## src/rtl/ram_port_driver.sv

```systemverilog
// ============================================================================
// Module   : ram_port_driver
// Purpose  : Command/scan controller for a synchronous RAM with one write
//            port and one registered read port. Owns the one-cycle read
//            latency and keeps writes out of read cycles.
// Options  : RAM_WRITE_VERIFY_EN - read back each write and flag mismatches
//            in a sticky verify_err.
// Revision : 1.0 - initial release
// ============================================================================
`default_nettype none

module ram_port_driver #(
  parameter int ADDR_W    = 4,
  parameter int DATA_W    = 8,
  parameter int SCAN_HOLD = 0
) (
  input  logic              clk,
  input  logic              rst,
  input  logic              cmd_valid,
  output logic              cmd_ready,
  input  logic              cmd_write,
  input  logic [ADDR_W-1:0] cmd_addr,
  input  logic [DATA_W-1:0] cmd_data,
  input  logic              scan_start,
  output logic              ram_we,
  output logic [ADDR_W-1:0] ram_inaddr,
  output logic [DATA_W-1:0] ram_din,
  output logic [ADDR_W-1:0] ram_outaddr,
  input  logic [DATA_W-1:0] ram_dout,
  output logic              rd_valid,
  output logic [ADDR_W-1:0] rd_addr,
  output logic [DATA_W-1:0] rd_data,
  output logic              busy,
  output logic              scan_done,
  output logic              verify_err
);

  localparam logic [3:0] c_st_idle       = 4'd0;
  localparam logic [3:0] c_st_wr         = 4'd1;
  localparam logic [3:0] c_st_rd_issue   = 4'd2;
  localparam logic [3:0] c_st_rd_wait    = 4'd3;
  localparam logic [3:0] c_st_scan_issue = 4'd4;
  localparam logic [3:0] c_st_scan_wait  = 4'd5;
  localparam logic [3:0] c_st_scan_gap   = 4'd6;
`ifdef RAM_WRITE_VERIFY_EN
  localparam logic [3:0] c_st_vfy_issue  = 4'd7;
  localparam logic [3:0] c_st_vfy_wait   = 4'd8;
`endif

  localparam logic [ADDR_W-1:0] c_last_addr = '1;
  // Last gap-counter value; only meaningful when SCAN_HOLD > 0.
  localparam logic [7:0]        c_hold_last = 8'(SCAN_HOLD - 1);

  logic [3:0]        state_q, state_d;
  logic [ADDR_W-1:0] cnt_q, cnt_d;
  logic [7:0]        gap_q, gap_d;
  logic              cmd_ready_q, cmd_ready_d;
  logic              busy_q, busy_d;
  logic              ram_we_q, ram_we_d;
  logic [ADDR_W-1:0] ram_inaddr_q, ram_inaddr_d;
  logic [DATA_W-1:0] ram_din_q, ram_din_d;
  logic [ADDR_W-1:0] ram_outaddr_q, ram_outaddr_d;
  logic              rd_valid_q, rd_valid_d;
  logic [ADDR_W-1:0] rd_addr_q, rd_addr_d;
  logic [DATA_W-1:0] rd_data_q, rd_data_d;
  logic              scan_done_q, scan_done_d;
`ifdef RAM_WRITE_VERIFY_EN
  logic              verify_err_q, verify_err_d;
`endif

  // Next-state and registered-output computation for the port sequencer.
  always_comb begin
    state_d       = state_q;
    cnt_d         = cnt_q;
    gap_d         = gap_q;
    ram_we_d      = 1'b0;
    ram_inaddr_d  = ram_inaddr_q;
    ram_din_d     = ram_din_q;
    ram_outaddr_d = ram_outaddr_q;
    rd_valid_d    = 1'b0;
    rd_addr_d     = rd_addr_q;
    rd_data_d     = rd_data_q;
    scan_done_d   = 1'b0;
`ifdef RAM_WRITE_VERIFY_EN
    verify_err_d  = verify_err_q;
`endif
    case (state_q)
      c_st_idle: begin
        // Scan wins; a concurrent command waits because cmd_ready drops.
        if (scan_start) begin
          cnt_d         = '0;
          ram_outaddr_d = '0;
          state_d       = c_st_scan_issue;
        end else if (cmd_valid && cmd_ready_q) begin
          if (cmd_write) begin
            ram_we_d     = 1'b1;
            ram_inaddr_d = cmd_addr;
            ram_din_d    = cmd_data;
            state_d      = c_st_wr;
          end else begin
            ram_outaddr_d = cmd_addr;
            state_d       = c_st_rd_issue;
          end
        end
      end
      c_st_wr: begin
`ifdef RAM_WRITE_VERIFY_EN
        ram_outaddr_d = ram_inaddr_q;
        state_d       = c_st_vfy_issue;
`else
        state_d       = c_st_idle;
`endif
      end
      c_st_rd_issue: state_d = c_st_rd_wait;
      c_st_rd_wait: begin
        rd_valid_d = 1'b1;
        rd_addr_d  = ram_outaddr_q;
        rd_data_d  = ram_dout;
        state_d    = c_st_idle;
      end
      c_st_scan_issue: state_d = c_st_scan_wait;
      c_st_scan_wait: begin
        rd_valid_d = 1'b1;
        rd_addr_d  = ram_outaddr_q;
        rd_data_d  = ram_dout;
        if (cnt_q == c_last_addr) begin
          scan_done_d = 1'b1;
          state_d     = c_st_idle;
        end else if (SCAN_HOLD == 0) begin
          // Next address is issued in the same cycle rd_valid is presented.
          cnt_d         = cnt_q + 1'b1;
          ram_outaddr_d = cnt_q + 1'b1;
          state_d       = c_st_scan_issue;
        end else begin
          gap_d   = '0;
          state_d = c_st_scan_gap;
        end
      end
      c_st_scan_gap: begin
        if (gap_q == c_hold_last) begin
          cnt_d         = cnt_q + 1'b1;
          ram_outaddr_d = cnt_q + 1'b1;
          state_d       = c_st_scan_issue;
        end else begin
          gap_d = gap_q + 8'd1;
        end
      end
`ifdef RAM_WRITE_VERIFY_EN
      c_st_vfy_issue: state_d = c_st_vfy_wait;
      c_st_vfy_wait: begin
        // ram_din still holds the written data, so it is the reference.
        if (ram_dout != ram_din_q) verify_err_d = 1'b1;
        state_d = c_st_idle;
      end
`endif
      default: state_d = c_st_idle;
    endcase
    cmd_ready_d = (state_d == c_st_idle);
    busy_d      = (state_d != c_st_idle);
  end

  // State and output registers; reset aborts any operation immediately.
  always_ff @(posedge clk or posedge rst) begin
    if (rst) begin
      state_q       <= c_st_idle;
      cnt_q         <= '0;
      gap_q         <= '0;
      cmd_ready_q   <= 1'b0;
      busy_q        <= 1'b0;
      ram_we_q      <= 1'b0;
      ram_inaddr_q  <= '0;
      ram_din_q     <= '0;
      ram_outaddr_q <= '0;
      rd_valid_q    <= 1'b0;
      rd_addr_q     <= '0;
      rd_data_q     <= '0;
      scan_done_q   <= 1'b0;
`ifdef RAM_WRITE_VERIFY_EN
      verify_err_q  <= 1'b0;
`endif
    end else begin
      state_q       <= state_d;
      cnt_q         <= cnt_d;
      gap_q         <= gap_d;
      cmd_ready_q   <= cmd_ready_d;
      busy_q        <= busy_d;
      ram_we_q      <= ram_we_d;
      ram_inaddr_q  <= ram_inaddr_d;
      ram_din_q     <= ram_din_d;
      ram_outaddr_q <= ram_outaddr_d;
      rd_valid_q    <= rd_valid_d;
      rd_addr_q     <= rd_addr_d;
      rd_data_q     <= rd_data_d;
      scan_done_q   <= scan_done_d;
`ifdef RAM_WRITE_VERIFY_EN
      verify_err_q  <= verify_err_d;
`endif
    end
  end

  assign cmd_ready   = cmd_ready_q;
  assign busy        = busy_q;
  assign ram_we      = ram_we_q;
  assign ram_inaddr  = ram_inaddr_q;
  assign ram_din     = ram_din_q;
  assign ram_outaddr = ram_outaddr_q;
  assign rd_valid    = rd_valid_q;
  assign rd_addr     = rd_addr_q;
  assign rd_data     = rd_data_q;
  assign scan_done   = scan_done_q;
`ifdef RAM_WRITE_VERIFY_EN
  assign verify_err  = verify_err_q;
`else
  assign verify_err  = 1'b0;
`endif

endmodule

`default_nettype wire

```

## config.mk

```make
export PLATFORM = sky130hd
export DESIGN_NAME = ram_port_driver
export DESIGN_NICKNAME = d
export VERILOG_FILES = /design/src/rtl/ram_port_driver.sv
export SDC_FILE = /design/constraint.sdc
export NUM_CORES = 1
export LEC_CHECK = 0
export CAP_MARGIN = 20
export CORE_ASPECT_RATIO = 0.7
export CORE_UTILIZATION = 30
export CTS_CLUSTER_SIZE = 40
export DETAILED_ROUTE_END_ITERATION = 12
export REMOVE_ABC_BUFFERS = 1
export SLEW_MARGIN = 20
export SYNTH_ARGS = -nofsm -noshare
export SYNTH_HDL_FRONTEND = slang
export SYNTH_SLANG_ARGS = --single-unit
```

## constraint.sdc

```tcl
create_clock -name clk -period 2.1 [get_ports clk]
set_clock_uncertainty 0.1 [all_clocks]
set_input_delay 0.42 -clock clk [delete_from_list [all_inputs] [get_ports clk]]
set_output_delay 0.42 -clock clk [all_outputs]
set_load 0.05 [all_outputs]
```

* Word-level counts from Yosys, hierarchy flattened
Index checks and enable logic that the tools add are counted. W data, S select, Z words.
Storage, ports and cells: bits in registers 49, bits of input ports 25, output and inout port bits 34, word-level logic and storage cells 60
Operators by class: add/subtract/negate cells 2, eq/ne operators 12, multiplexer cells 21, bitwise logic cells 2, reductions and logical operators 10
Operator list (number):
- $mux W4 | 9
- $pmux W4 S3 | 2
- $pmux W4 S5 | 1
- $eq A4 B3 Y1 const B | 3
- $add A8 B1 Y8 const B | 1
- $eq A4 B2 Y1 const B | 2
- $eq A8 B8 Y1 const B | 1
- $logic_not A4 Y1 | 2
- $reduce_and A4 Y1 | 2
- $mux W1 | 7
- $ne A2 B2 Y1 const B | 3
- $ne A3 B3 Y1 const B | 2
- $reduce_and A5 Y1 | 1
- $add A4 B1 Y4 const B | 1
- $eq A4 B4 Y1 const B | 1
- $reduce_bool A4 Y1 | 1
- $mux W3 | 1
- $reduce_bool A3 Y1 | 1
- $mux W2 | 1
- $not A1 Y1 | 2
- $reduce_and A2 Y1 | 1
- $reduce_or A2 Y1 | 1
- $logic_and A1 B1 Y1 | 1

* Depth between registers and ports, before layout
word-level depth 5, mapped depth 6

* Least setup slack after synthesis
Ideal clock, no wire load.
kind reg-to-reg, start point register state_q[0], end point register ram_din_q[0] (netlist: ram_din[0]), library setup time 0.125 ns, data arrival time 1.714 ns, setup slack 0.161 ns, cell stages (with the launch flop) 7, clock period less this slack 1.939 ns, cells stage by stage dfrtp_1 > buf_6 > or3_4 > nor3_4 > nand4_4 > buf_6 > mux2_4
Between the ends: word-level cells in the longest chain between the ends 2
Ends and longest elaborated chain:
- start: declaration | line 54 | logic [3:0] state_q, state_d;
- start signal: assignment | line 165 | state_q <= c_st_idle;
- start signal: assignment | line 182 | state_q <= state_d;
- $logic_not A4 Y1 | line 87 | case (state_q)
- $reduce_and A4 Y1 (no source line)
- end signal: assignment | line 189 | ram_din_q <= ram_din_d;
- end: declaration | line 61 | logic [DATA_W-1:0] ram_din_q, ram_din_d;
Every way passes these cells. A chain may end at the register's enable or synchronous reset.

* Final worst setup path
start point register ram_outaddr_q[0] (netlist: ram_outaddr[0]), end point output ram_outaddr[0]
RTL lines:
- start: declaration | line 62 | logic [ADDR_W-1:0] ram_outaddr_q, ram_outaddr_d;
- start signal: assignment | line 190 | ram_outaddr_q <= ram_outaddr_d;
- end: declaration | line 28 | output logic [ADDR_W-1:0] ram_outaddr,
No word-level cell between the ends.

==> results.toml <==
[floorplanning]
io_pins = 59
fp.dieW_um = 104
coreArea_mm2 = 0.00688
die-height_um = 73.3
die_area_mm2 = 0.00761
num_rows = 25
start_util_pct = 31.6

[global_route]
gr-total-overflow = 0
grt_max_degree = 50
grt_antenna_before_repair = 0
grt_pass1_vias = 1442
grt_pass1_wl_mm = 7.29
grt_usage_pct = 12.2

[critical_path]
cp_max_fo = 3
critPathTopFamily = "buffers and inverters"
max_stage_delay_ns = 0.82
critPathRequiredTime_ns = 1.58
start_kind = "register"
path_class = "reg -> out"
end_kind = "primary output"
path_cells = "clkdlybuf4s50_1"
critPathBufInv = 1
crit_slowest_cell = "clkdlybuf4s50_1"
worst_ep_arrival_time_ns = 1.49

[clock_network]
postCtsSetupBuffers = 0
cts_tree = "done"
ctsHtreeMaxLevel = 2
postCtsHoldBufs = 0
insertion_delay_ns = 0.30
cts.sinks = 49
cts_resized = 0
clockBufferDepth = 2
cts_made_buffers = 5
cts.clk_slew.worst_paths_ns = 0.09
cts_root_buf = "clkbuf_8"

[synthesis]
synth_warnings = 0
syn_inst = 162
synth_top_area_cell = "dfrtp_1"
synth-edff-count = 0
syn_area_mm2 = 0.00218
synth.avg_cell_area_um2 = 13.4
synth_area_leaders = "dfrtp_1 (56%), mux2_2 (9.3%), mux2_4 (6.2%)"
synth_top_area_share_pct = 56.3
ys_ff_latch = 49
async_flop_share_pct = 100
synth.distinct_cells = 44
synth-seq-area-share_pct = 56.3
synthFlopType = "dfrtp_1"

[timing]
rsz0062_at_grt = "false"
slew_headroom_pct = 65.3
setup_tns_ns = 0
worst_pin_slew_ns = 0.519
setup-violations-final = 0
slew_viol_final = 0
hold_violations = 0
post-route-min-period_ns = 2.01
period_share_pct = 95.7
fin_hold_ws_ns = 0.372
fmax_ghz = 0.497

[detailed_routing]
wl_per_cell_um = 13.0
viasPerCell = 4.31
num_vias = 1439
routed_wirelength_mm = 4.35
first_pass_iters = 4
ant_nets = 0
drcViolationCount = 0
drt_iter0_drc = 58

[pwr]
p_seq_share_pct = 37.3
pwr-share-comb_pct = 46.9
clkPwrFrac_pct = 15.9
internal_power_mw = 2.03
switching_share_pct = 41.4
p_switching_mw = 1.43
ir_worst_vdd_mv = 0.526
p_leak_nw = 1.38
p_per_area_mw_per_mm2 = 1120

[flow_run]
maxCapViolations = 0

[placed_design]
hpwl_mm = 3.30
gp_congestion = 0.769
port_buffers = 57

[cells_and_area]
fill_cells = 651
antennaDiodeCount = 0
post-route-util_pct = 44.8
nets = 266
final_layout_size_suffix_gt1_share_pct = 27.1
final_common_cell = "clkdlybuf4s50_1"
area_growth_pct = 41.7
final_cell_mix = "clkdlybuf4s50_1 (56), dfrtp_1 (49), mux2_2 (18)"

[worst_hold_path]
hp-class = "in -> async"

[run_status]
status = "completed"
sequential cells by signal (all words and copies together), names as in the netlist:
signal       count
rd_valid         1
cmd_ready        1
rd_data          8
ram_outaddr      4
ram_we           1
ram_din          8
busy             1
ram_inaddr       4
rd_addr          4
state_q          4
cnt_q            4
gap_q            8
scan_done        1
metrics by stage:
stage	setup slack, ns	area [um^2]	instances	power [mW]
final	0.0893	3090	334	3.47
after global routing	0.0265	3090	334	3.63
after CTS	0.0571	3080	334	3.52
after detailed placement	0.0529	2980	326	2.95
after global placement	0.0668	2980	326	2.94
after floorplan	-0.174	2130	157	2.36
kinds of logic (layout without fill, tap and decap cells):
logic type,after synthesis,after routing,share of synthesized area (%)
AOI/OAI and AO/OA,17,17,6.27
xor gates and xnor gates,10,10,4.02
adders and majority gates,2,2,1.15
buffers and inverters,13,90,3.39
DFF,49,49,56.3
muxes,31,31,17.4
other,1,2,0.172
and+or+nand+nor,39,39,11.3
area by class of cell:
type	count	area, um^2	share of cell area [%]
Clock buffer	5	68.8	2.23
Clock inverter	3	22.5	0.730
Inverter	7	26.3	0.852
Multi-Input combinational cell	101	896	29.0
Sequential cell	49	1230	39.7
Tap cell	94	118	3.81
Timing Repair Buffer	75	728	23.6
power groups by stage:
stage | Sequential (mW) | Combinational (mW) | Clock [mW]
after floorplan | 2.05 | 0.308 | 0
after global placement | 1.31 | 1.63 | 0
after detailed placement | 1.31 | 1.63 | 0
after CTS | 1.29 | 1.64 | 0.584
after global routing | 1.32 | 1.69 | 0.620
final | 1.29 | 1.62 | 0.550
synthesized netlist by cell type, types with 2 or more instances:
cell type / instances
nand4_1: 2
o21ai_0: 2
inv_1: 7
ha_1: 2
mux2_2: 18
xor2_1: 4
buf_6: 2
xnor2_1: 6
nand3_1: 3
nor2_1: 4
buf_4: 2
mux2_4: 9
nor3_1: 6
nand2b_1: 5
a21oi_1: 2
nand2_1: 8
a31oi_1: 3
dfrtp_1: 49
mux2i_1: 3
layer usage:
layer,share of wire [%],track usage [%]
met2,42,17.9
met5,0,0
met4,0.48,2.86
met1,52,17.8
met3,5.2,3.46
final timing paths:
kind	from	endpoint	slack, ns	depth (start not counted)
max	ram_outaddr[0]	ram_outaddr[0]	0.09	1
min	rst	rd_valid	0.37	3
max reg2reg	gap_q[0]	ram_outaddr[1]	0.18	6
min reg2reg	gap_q[7]	gap_q[7]	0.37	1
max in group asynchronous	rst	state_q[3]	1.30	3
min in group clk	gap_q[7]	gap_q[7]	0.37	1
Power figures use the tool's default switching activity.
